[src/rtl/lcd1602_pkg.sv]
// rtl/lcd1602_pkg.sv - shared states, init commands and opcodes for the LCD1602 write scheduler
package lcd1602_pkg;

    typedef enum logic [2:0] {
        ST_PWR_WAIT,
        ST_INIT_LOAD,
        ST_IDLE,
        ST_SETUP,
        ST_PULSE,
        ST_HOLD,
        ST_WAIT
    } state_e;

    localparam logic [7:0] INIT_CMD0 = 8'h31;
    localparam logic [7:0] INIT_CMD1 = 8'h0C;
    localparam logic [7:0] INIT_CMD2 = 8'h06;
    localparam logic [7:0] INIT_CMD3 = 8'h01;

    localparam logic [7:0] OP_CLEAR    = 8'h01;
    localparam logic [7:0] OP_HOME     = 8'h02;
    localparam logic [7:0] OP_HOME_ALT = 8'h03;

    function automatic logic [7:0] init_cmd(input logic [1:0] idx);
        case (idx)
            2'd0:    return INIT_CMD0;
            2'd1:    return INIT_CMD1;
            2'd2:    return INIT_CMD2;
            default: return INIT_CMD3;
        endcase
    endfunction

    // Clear and home commands need the long post-transfer wait.
    function automatic logic is_long_cmd(input logic rs, input logic [7:0] data);
        return !rs && (data == OP_CLEAR || data == OP_HOME || data == OP_HOME_ALT);
    endfunction

endpackage

[src/rtl/lcd1602_rr_arb.sv]
// rtl/lcd1602_rr_arb.sv - two-way round-robin grant for the LCD write requesters
module lcd1602_rr_arb (
    input  logic       clk,
    input  logic       rst_n,
    input  logic       en_i,
    input  logic [1:0] valid_i,
    output logic [1:0] grant_o
);

    // last_q = 1 means req1 was granted most recently, so req0 wins a tie.
    logic last_q, last_d;

    always_comb begin
        grant_o = 2'b00;
        if (en_i) begin
            if (valid_i == 2'b11) begin
                grant_o = last_q ? 2'b01 : 2'b10;
            end else begin
                grant_o = valid_i;
            end
        end
        last_d = last_q;
        if (grant_o[0]) begin
            last_d = 1'b0;
        end else if (grant_o[1]) begin
            last_d = 1'b1;
        end
    end

    always_ff @(posedge clk or negedge rst_n) begin
        if (!rst_n) begin
            last_q <= 1'b1;
        end else begin
            last_q <= last_d;
        end
    end

endmodule

[src/rtl/lcd1602_sched.sv]
// rtl/lcd1602_sched.sv - LCD1602 power-up init plus arbitrated byte writes with enable timing
module lcd1602_sched
    import lcd1602_pkg::*;
#(
    parameter int EN_CYC     = 16,
    parameter int SHORT_WAIT = 64,
    parameter int LONG_WAIT  = 2048,
    parameter int POWER_WAIT = 1000
) (
    input  logic       clk,
    input  logic       rst_n,
    input  logic       req0_valid,
    input  logic       req0_rs,
    input  logic [7:0] req0_data,
    output logic       req0_ready,
    input  logic       req1_valid,
    input  logic       req1_rs,
    input  logic [7:0] req1_data,
    output logic       req1_ready,
    output logic       lcd_rs,
    output logic       lcd_rw,
    output logic       lcd_en,
    output logic [7:0] lcd_dat,
    output logic       init_done,
    output logic       busy
);

    localparam logic [15:0] EN_LAST    = 16'(EN_CYC - 1);
    localparam logic [15:0] SHORT_LAST = 16'(SHORT_WAIT - 1);
    localparam logic [15:0] LONG_LAST  = 16'(LONG_WAIT - 1);
    localparam logic [15:0] PWR_LAST   = 16'(POWER_WAIT - 1);

    state_e      state_q, state_d;
    logic [15:0] cnt_q, cnt_d;
    logic [1:0]  idx_q, idx_d;
    logic        rs_q, rs_d;
    logic [7:0]  dat_q, dat_d;
    logic        init_done_q, init_done_d;
    logic [1:0]  grant;
    logic        arb_en;
    logic [15:0] wait_last;

    assign arb_en    = (state_q == ST_IDLE) && init_done_q;
    assign wait_last = is_long_cmd(rs_q, dat_q) ? LONG_LAST : SHORT_LAST;

    lcd1602_rr_arb u_arb (
        .clk     (clk),
        .rst_n   (rst_n),
        .en_i    (arb_en),
        .valid_i ({req1_valid, req0_valid}),
        .grant_o (grant)
    );

    always_comb begin
        state_d     = state_q;
        cnt_d       = cnt_q;
        idx_d       = idx_q;
        rs_d        = rs_q;
        dat_d       = dat_q;
        init_done_d = init_done_q;
        case (state_q)
            ST_PWR_WAIT: begin
                if (cnt_q == PWR_LAST) begin
                    cnt_d   = '0;
                    state_d = ST_INIT_LOAD;
                end else begin
                    cnt_d = cnt_q + 16'd1;
                end
            end
            ST_INIT_LOAD: begin
                rs_d    = 1'b0;
                dat_d   = init_cmd(idx_q);
                state_d = ST_SETUP;
            end
            ST_IDLE: begin
                if (grant != 2'b00) begin
                    rs_d    = grant[1] ? req1_rs : req0_rs;
                    dat_d   = grant[1] ? req1_data : req0_data;
                    state_d = ST_SETUP;
                end
            end
            ST_SETUP: begin
                cnt_d   = '0;
                state_d = ST_PULSE;
            end
            ST_PULSE: begin
                if (cnt_q == EN_LAST) begin
                    cnt_d   = '0;
                    state_d = ST_HOLD;
                end else begin
                    cnt_d = cnt_q + 16'd1;
                end
            end
            ST_HOLD: begin
                if (cnt_q == EN_LAST) begin
                    cnt_d   = '0;
                    state_d = ST_WAIT;
                end else begin
                    cnt_d = cnt_q + 16'd1;
                end
            end
            ST_WAIT: begin
                if (cnt_q == wait_last) begin
                    cnt_d = '0;
                    // During init, step through the four commands before opening the bus.
                    if (init_done_q) begin
                        state_d = ST_IDLE;
                    end else if (idx_q == 2'd3) begin
                        init_done_d = 1'b1;
                        state_d     = ST_IDLE;
                    end else begin
                        idx_d   = idx_q + 2'd1;
                        state_d = ST_INIT_LOAD;
                    end
                end else begin
                    cnt_d = cnt_q + 16'd1;
                end
            end
            default: begin
                state_d = ST_PWR_WAIT;
                cnt_d   = '0;
            end
        endcase
    end

    always_ff @(posedge clk or negedge rst_n) begin
        if (!rst_n) begin
            state_q     <= ST_PWR_WAIT;
            cnt_q       <= '0;
            idx_q       <= '0;
            rs_q        <= 1'b0;
            dat_q       <= '0;
            init_done_q <= 1'b0;
        end else begin
            state_q     <= state_d;
            cnt_q       <= cnt_d;
            idx_q       <= idx_d;
            rs_q        <= rs_d;
            dat_q       <= dat_d;
            init_done_q <= init_done_d;
        end
    end

    assign req0_ready = grant[0];
    assign req1_ready = grant[1];
    assign lcd_rs     = rs_q;
    assign lcd_rw     = 1'b0;
    assign lcd_en     = (state_q == ST_PULSE);
    assign lcd_dat    = dat_q;
    assign init_done  = init_done_q;
    assign busy       = (state_q != ST_IDLE);

endmodule

[config.mk]
export PLATFORM = sky130hd
export DESIGN_NAME = lcd1602_sched
export DESIGN_NICKNAME = d
export VERILOG_FILES = /design/src/rtl/lcd1602_pkg.sv /design/src/rtl/lcd1602_rr_arb.sv /design/src/rtl/lcd1602_sched.sv
export SDC_FILE = /design/constraint.sdc
export NUM_CORES = 1
export LEC_CHECK = 0
export ABC_AREA = 1
export BUFFER_PORTS_ARGS = -buffer_cell sky130_fd_sc_hd__buf_2
export CORE_ASPECT_RATIO = 1.25
export CORE_MARGIN = 5
export CORE_UTILIZATION = 51
export DETAILED_ROUTE_END_ITERATION = 12
export PLACE_DENSITY = 0.78
export SLEW_MARGIN = 5
export SYNTH_ARGS = -nofsm -noshare
export SYNTH_HDL_FRONTEND = slang
export SYNTH_SLANG_ARGS = --single-unit
[constraint.sdc]
create_clock -name clk -period 1.5 [get_ports clk]
set_clock_uncertainty 0.15 [all_clocks]
set_input_delay 0.075 -clock clk [delete_from_list [all_inputs] [get_ports clk]]
set_output_delay 0.075 -clock clk [all_outputs]
set_load 0.02 [all_outputs]
; ---- Word level (Yosys, flattened, before mapping)
; Cells that the tools add are included.
[word_totals]
input_bits = 22
out_inout_bits = 15
word_cells = 75
reg_bits = 32
[classes]
n_reduce_logical = 15
n_mux = 27
n_addsub = 2
n_bitwise = 2
n_eq_ne = 22
[op_table]
columns = cell, n
row1 = $pmux W16 S4, 1
row2 = $mux W16, 3
row3 = $pmux W3 S7, 1
row4 = $pmux W6 S3, 1
row5 = $add A16 B1 Y16 const B, 1
row6 = $eq A16 B10 Y1 const B, 1
row7 = $eq A16 B11 Y1, 1
row8 = $eq A16 B4 Y1 const B, 1
row9 = $eq A8 B2 Y1 const B, 2
row10 = $mux W8, 2
row11 = $pmux W8 S2, 1
row12 = $mux W3, 5
row13 = $mux W11, 1
row14 = $mux W2, 5
row15 = $eq A3 B3 Y1 const B, 3
row16 = $eq A8 B1 Y1 const B, 1
row17 = $eq A2 B2 Y1 const B, 3
row18 = $eq A3 B2 Y1 const B, 2
row19 = $mux W1, 6
row20 = $ne A2 B2 Y1 const B, 3
row21 = $reduce_and A5 Y1, 1
row22 = $ne A2 B1 Y1 const B, 2
row23 = $reduce_and A2 Y1, 2
row24 = $reduce_and A4 Y1, 1
row25 = other kinds (13), 18

; ---- Depth between registers and ports, before layout
[depth]
ltp_word = 8
depth_mapped = 12
ltp_nobuf = 12

; ---- Modules after synthesis
; Synthesis repeated with hierarchy kept, for this count alone.
[unflattened]
cells_unflattened = 328
hier_area_um2 = 2238.4
[by_module_without_submodules]
columns = module, area_per_inst_um2, cells_per_inst, instances, seq_area_each_um2
row1 = lcd1602_sched, 2164.6, 316, 1, 775.7
row2 = lcd1602_rr_arb, 73.8, 12, 1, 26.3

; ---- Worst setup path before layout
; OpenSTA, ideal clock, no wires.
[synth_path]
kind = flip-flop to flip-flop
startpoint = register cnt_q[0]
endpoint = register state_q[1]
n_path_buf = 0
setup_time_ns = 0.117
stages_incl_launch_ff = 13
required_time_ns = 1.233
arrival_ns = 1.350
synth_period_minus_slack_ns = 1.616
setup_slack_ns = -0.116
cell_sequence = dfrtp_1 > ha_1 > nand2_1 > nor2_4 > inv_2 > nor2_1 > nand2_1 > nand2_1 > nand2_2 > nor2_4 > nand2_1 > nand2_1 > nand2_1
[synth_via]
elab_chain_len = 3
elab_cells_between_ends = 8
classes_between = eq/ne: 7 / reduce/logical: 1
[synth_lines]
columns = element, line
row1 = start: declaration, lcd1602_sched.sv:34  ; logic [15:0] cnt_q, cnt_d;
row2 = start signal: assignment, lcd1602_sched.sv:136  ; cnt_q <= cnt_d;
row3 = "$eq A16 B11 Y1, or another cell as far along", lcd1602_sched.sv:103  ; if (cnt_q == wait_last) begin
row4 = $ne A2 B2 Y1 (no line) or $ne A2 B1 Y1 (tied branches), n/a
row5 = $reduce_and A5 Y1 (no line) *, n/a
row6 = end signal: assignment, lcd1602_sched.sv:135  ; state_q <= state_d;
row7 = end: declaration, lcd1602_sched.sv:33  ; state_e state_q, state_d;
; Every way passes the cells marked *; elsewhere a longest branch is shown, timed or not.
; A chain may end at the register's enable or synchronous reset.

; ---- Worst setup path after layout
[layout_path]
startpoint = register cnt_q[1]
endpoint = register cnt_q[5]
[layout_via]
elab_chain_len = 3
elab_cells_between_ends = 8
classes_between = add/sub: 1 / eq/ne: 3 / mux: 4
[layout_lines]
columns = element, line
row1 = "$add A16 B1 Y16, or another cell as far along", n/a
row2 = $mux W16 (on tied branches), n/a
row3 = $pmux W16 S4 *, lcd1602_sched.sv:61  ; case (state_q)
; Marked as above.

==> impl_metrics.yaml <==
synth:
  synth_edf_count: 0
  synth_top_family_by_area: "simple AND/OR/NAND/NOR gates"
  ys_async_sr_fraction: 1.00
  ys_seq_area_frac: 0.362
  synth-xor-area-share: 0.00395
  ys_ff_latch: 32
  netlist_area_sq_um: 2210
  synth-compound-area-share: 0.124
  synth_ff_type: "dfrtp_1"
  syn_avg_cell_area_sq_um: 6.90
  synthCells: 321
  syn-num-nets: 348
  yosys.area_share.adder: 0.0282
  yosys_warnings: 0
  ys_types: 34
  yosys.area_share.simple: 0.371
  yosys-mux-area-fraction: 0
route:
  wl_per_cell_um: 23.7
  viasPerCell: 6.53
  drc: 0
  dr.pass1.iters: 7
  wl_um: 12000
  num_vias: 3309
  drtAntennaViolNets: 0
  first_iter_violations: 678
global_routing:
  grt_util_met2: 0.531
  grt_usage: 0.328
  gr-total-overflow: 0
  antenna_found_initial: 0
  grt_pass1_vias: 3038
  grt_use_met3: 0.0889
  grt_pass1_wl_um: 14200
  gr-usage-met1: 0.354
  grt_max_degree: 18
  gr-max-usage-layer: "met2"
layout:
  final_layout_size_suffix_gt1_frac: 0.483
  antenna_cells: 0
  fin_cells: 507
  final_nets: 477
  final_common_cell: "nand2_1"
  mostFrequentLayoutCells: "66 x nand2_1, 65 x buf_4, 33 x inv_1, 31 x buf_2"
  area_growth_pct: 68.1
status:
  violations: "negative setup slack"
  status: "finished, violations left"
floorplan:
  die-area_sq_um: 5770
  start_util: 0.532
  rows: 26
  die_h_um: 83.7
  ios: 37
  die_x_um: 68.9
  core_sq_um: 4160
worst_setup_path:
  critPathLaunchType: "flop"
  critPathRequiredTime_ns: 1.50
  cp_max_fo: 8
  setup.worst_path.class: "flop to flop"
  reg2reg_setup_slack_ns: -0.50
  cp.arrival_ns: 2.00
  end_kind: "flop"
clock_network:
  clockRootBuffer: "clkbuf_8"
  cts_tree: "done"
  clock_sinks: 32
  clkTransAtPathRegs_ns: 0.08
  clockBufferDepth: 2
  htree_levels: 2
  cts_buffers: 5
  clk_latency_ns: 0.30
placement:
  placed_cells: 464
  gp_congestion: 0.947
  io_buffer_count: 35
  detailedPlace.worstSlack_ns: -0.256
  hpwl_um: 4640
hold_path:
  holdCritPathClass: "primary input to flop"
timing:
  fmax_ghz: 0.499
  fin_ws_ns: -0.503
  period_needed_ns: 2.00
  fin_crit_sh: 1.34
  hold_violations: 0
  setup_viol: 36
  rsz0062_at_grt: "yes"
  maxSlewViolCount: 0
  whs_ns: 0.0576
pwr:
  vdd_drop_max_uv: 564
  p_per_area_nw_per_um2: 514
  power.leakage_nw: 1.95
job:
  max-cap-violations: 0
per-layer routing:
metal / vias to the layer above / share of wire
li1: 1285 / -
met1: 1488 / 0.32
met2: 403 / 0.45
met3: 133 / 0.13
met4: 0 / 0.10
met5: - / 0
Yosys cell counts (2+ instances only):
cell	count	area share
nor3_1	7	0.016
nor2_1	44	0.075
o211ai_1	5	0.017
o21ai_0	14	0.032
ha_1	5	0.028
inv_1	39	0.066
a21oi_1	14	0.032
nand4_1	2	0.0056
nor2_2	3	0.0085
clkinv_1	2	0.0034
nand2_4	4	0.020
inv_2	8	0.014
o31ai_1	2	0.0068
nand3_1	22	0.050
nand2_1	84	0.14
dfrtp_1	31	0.35
nand2_2	4	0.011
o22ai_1	3	0.0085
a31oi_1	2	0.0056
nand3_2	3	0.014
o2111ai_1	2	0.0079
buf_6	2	0.010
buf_4	2	0.0068
o21ai_1	5	0.011
nor2_4	3	0.015
logic make-up after synthesis:
logic type	Yosys count
simple gates	179
buf+inv	55
other cells	1
xor+xnor	1
flops	32
fa+ha+maj	5
compound gates	48
per-stage QoR:
step / TNS (ns) / utilization / cell area (sq um) / power, mW
6_report: -12.56 / 0.894 / 3720 / 1.91
5_1_grt: -13.42 / 0.894 / 3720 / 1.95
4_1_cts: -4.70 / 0.822 / 3420 / 1.87
3_5_place_dp: -4.38 / 0.685 / 2850 / 0.937
3_3_place_gp: -2.30 / 0.685 / 2850 / 0.937
2_1_floorplan: -1.17 / - / 2220 / 0.889
power by group:
| part | switching [mW] | internal [mW] |
|---|---|---|
| clock | 0.368 | 0.587 |
| combinational | 0.0503 | 0.0449 |
| sequential | 0 | 0.862 |
worst paths after layout:
check	from	endpoint	cells after the start
max in group asynchronous	rst_n	cnt_q[14]	3
setup / recovery	cnt_q[1]	cnt_q[5]	12
hold reg to reg	cnt_q[9]	cnt_q[9]	2
min in group asynchronous	rst_n	state_q[1]	2
hold / removal	req0_data[0]	lcd_dat[0]	5
setup reg to reg	cnt_q[1]	cnt_q[5]	12
final cells by class:
class,count,area [sq um]
inverters,50,208
fillers,171,440
flip-flops and latches,32,803
multi-input cells,234,1510
clock inverters,1,30.0
repair buffers,127,1000
well taps,56,70.1
clock buffers,7,96.3
flip-flops by register name (all words and copies together) (netlist names):
register and flops:
lcd_rs 1, init_done 1, u_arb.last_q 1, cnt_q 16, lcd_dat 8, state_q 3
idx_q 2
what timing repair did:
action | in CTS | in global routing
hold endpoints to repair | 39 | 0
gates resized for setup | 60 | 68
pin swaps | 14 | 26
setup buffers | 18 | 7
hold buffers | 10 | 0
endpoints found under the setup margin | 34 | 36
worst max-delay path, cell delays in order (launching register included):
cell	delay [ns]
dfrtp_1	0.36
ha_2	0.20
nand2_2	0.08
nor2_4	0.17
nand3_2	0.15
inv_2	0.12
nand2_4	0.07
inv_4	0.06
nand3_4	0.11
nand2_8	0.11
nand2_8	0.09
nand2_2	0.09
nand2_1	0.11
Power figures use the tool's default switching activity.
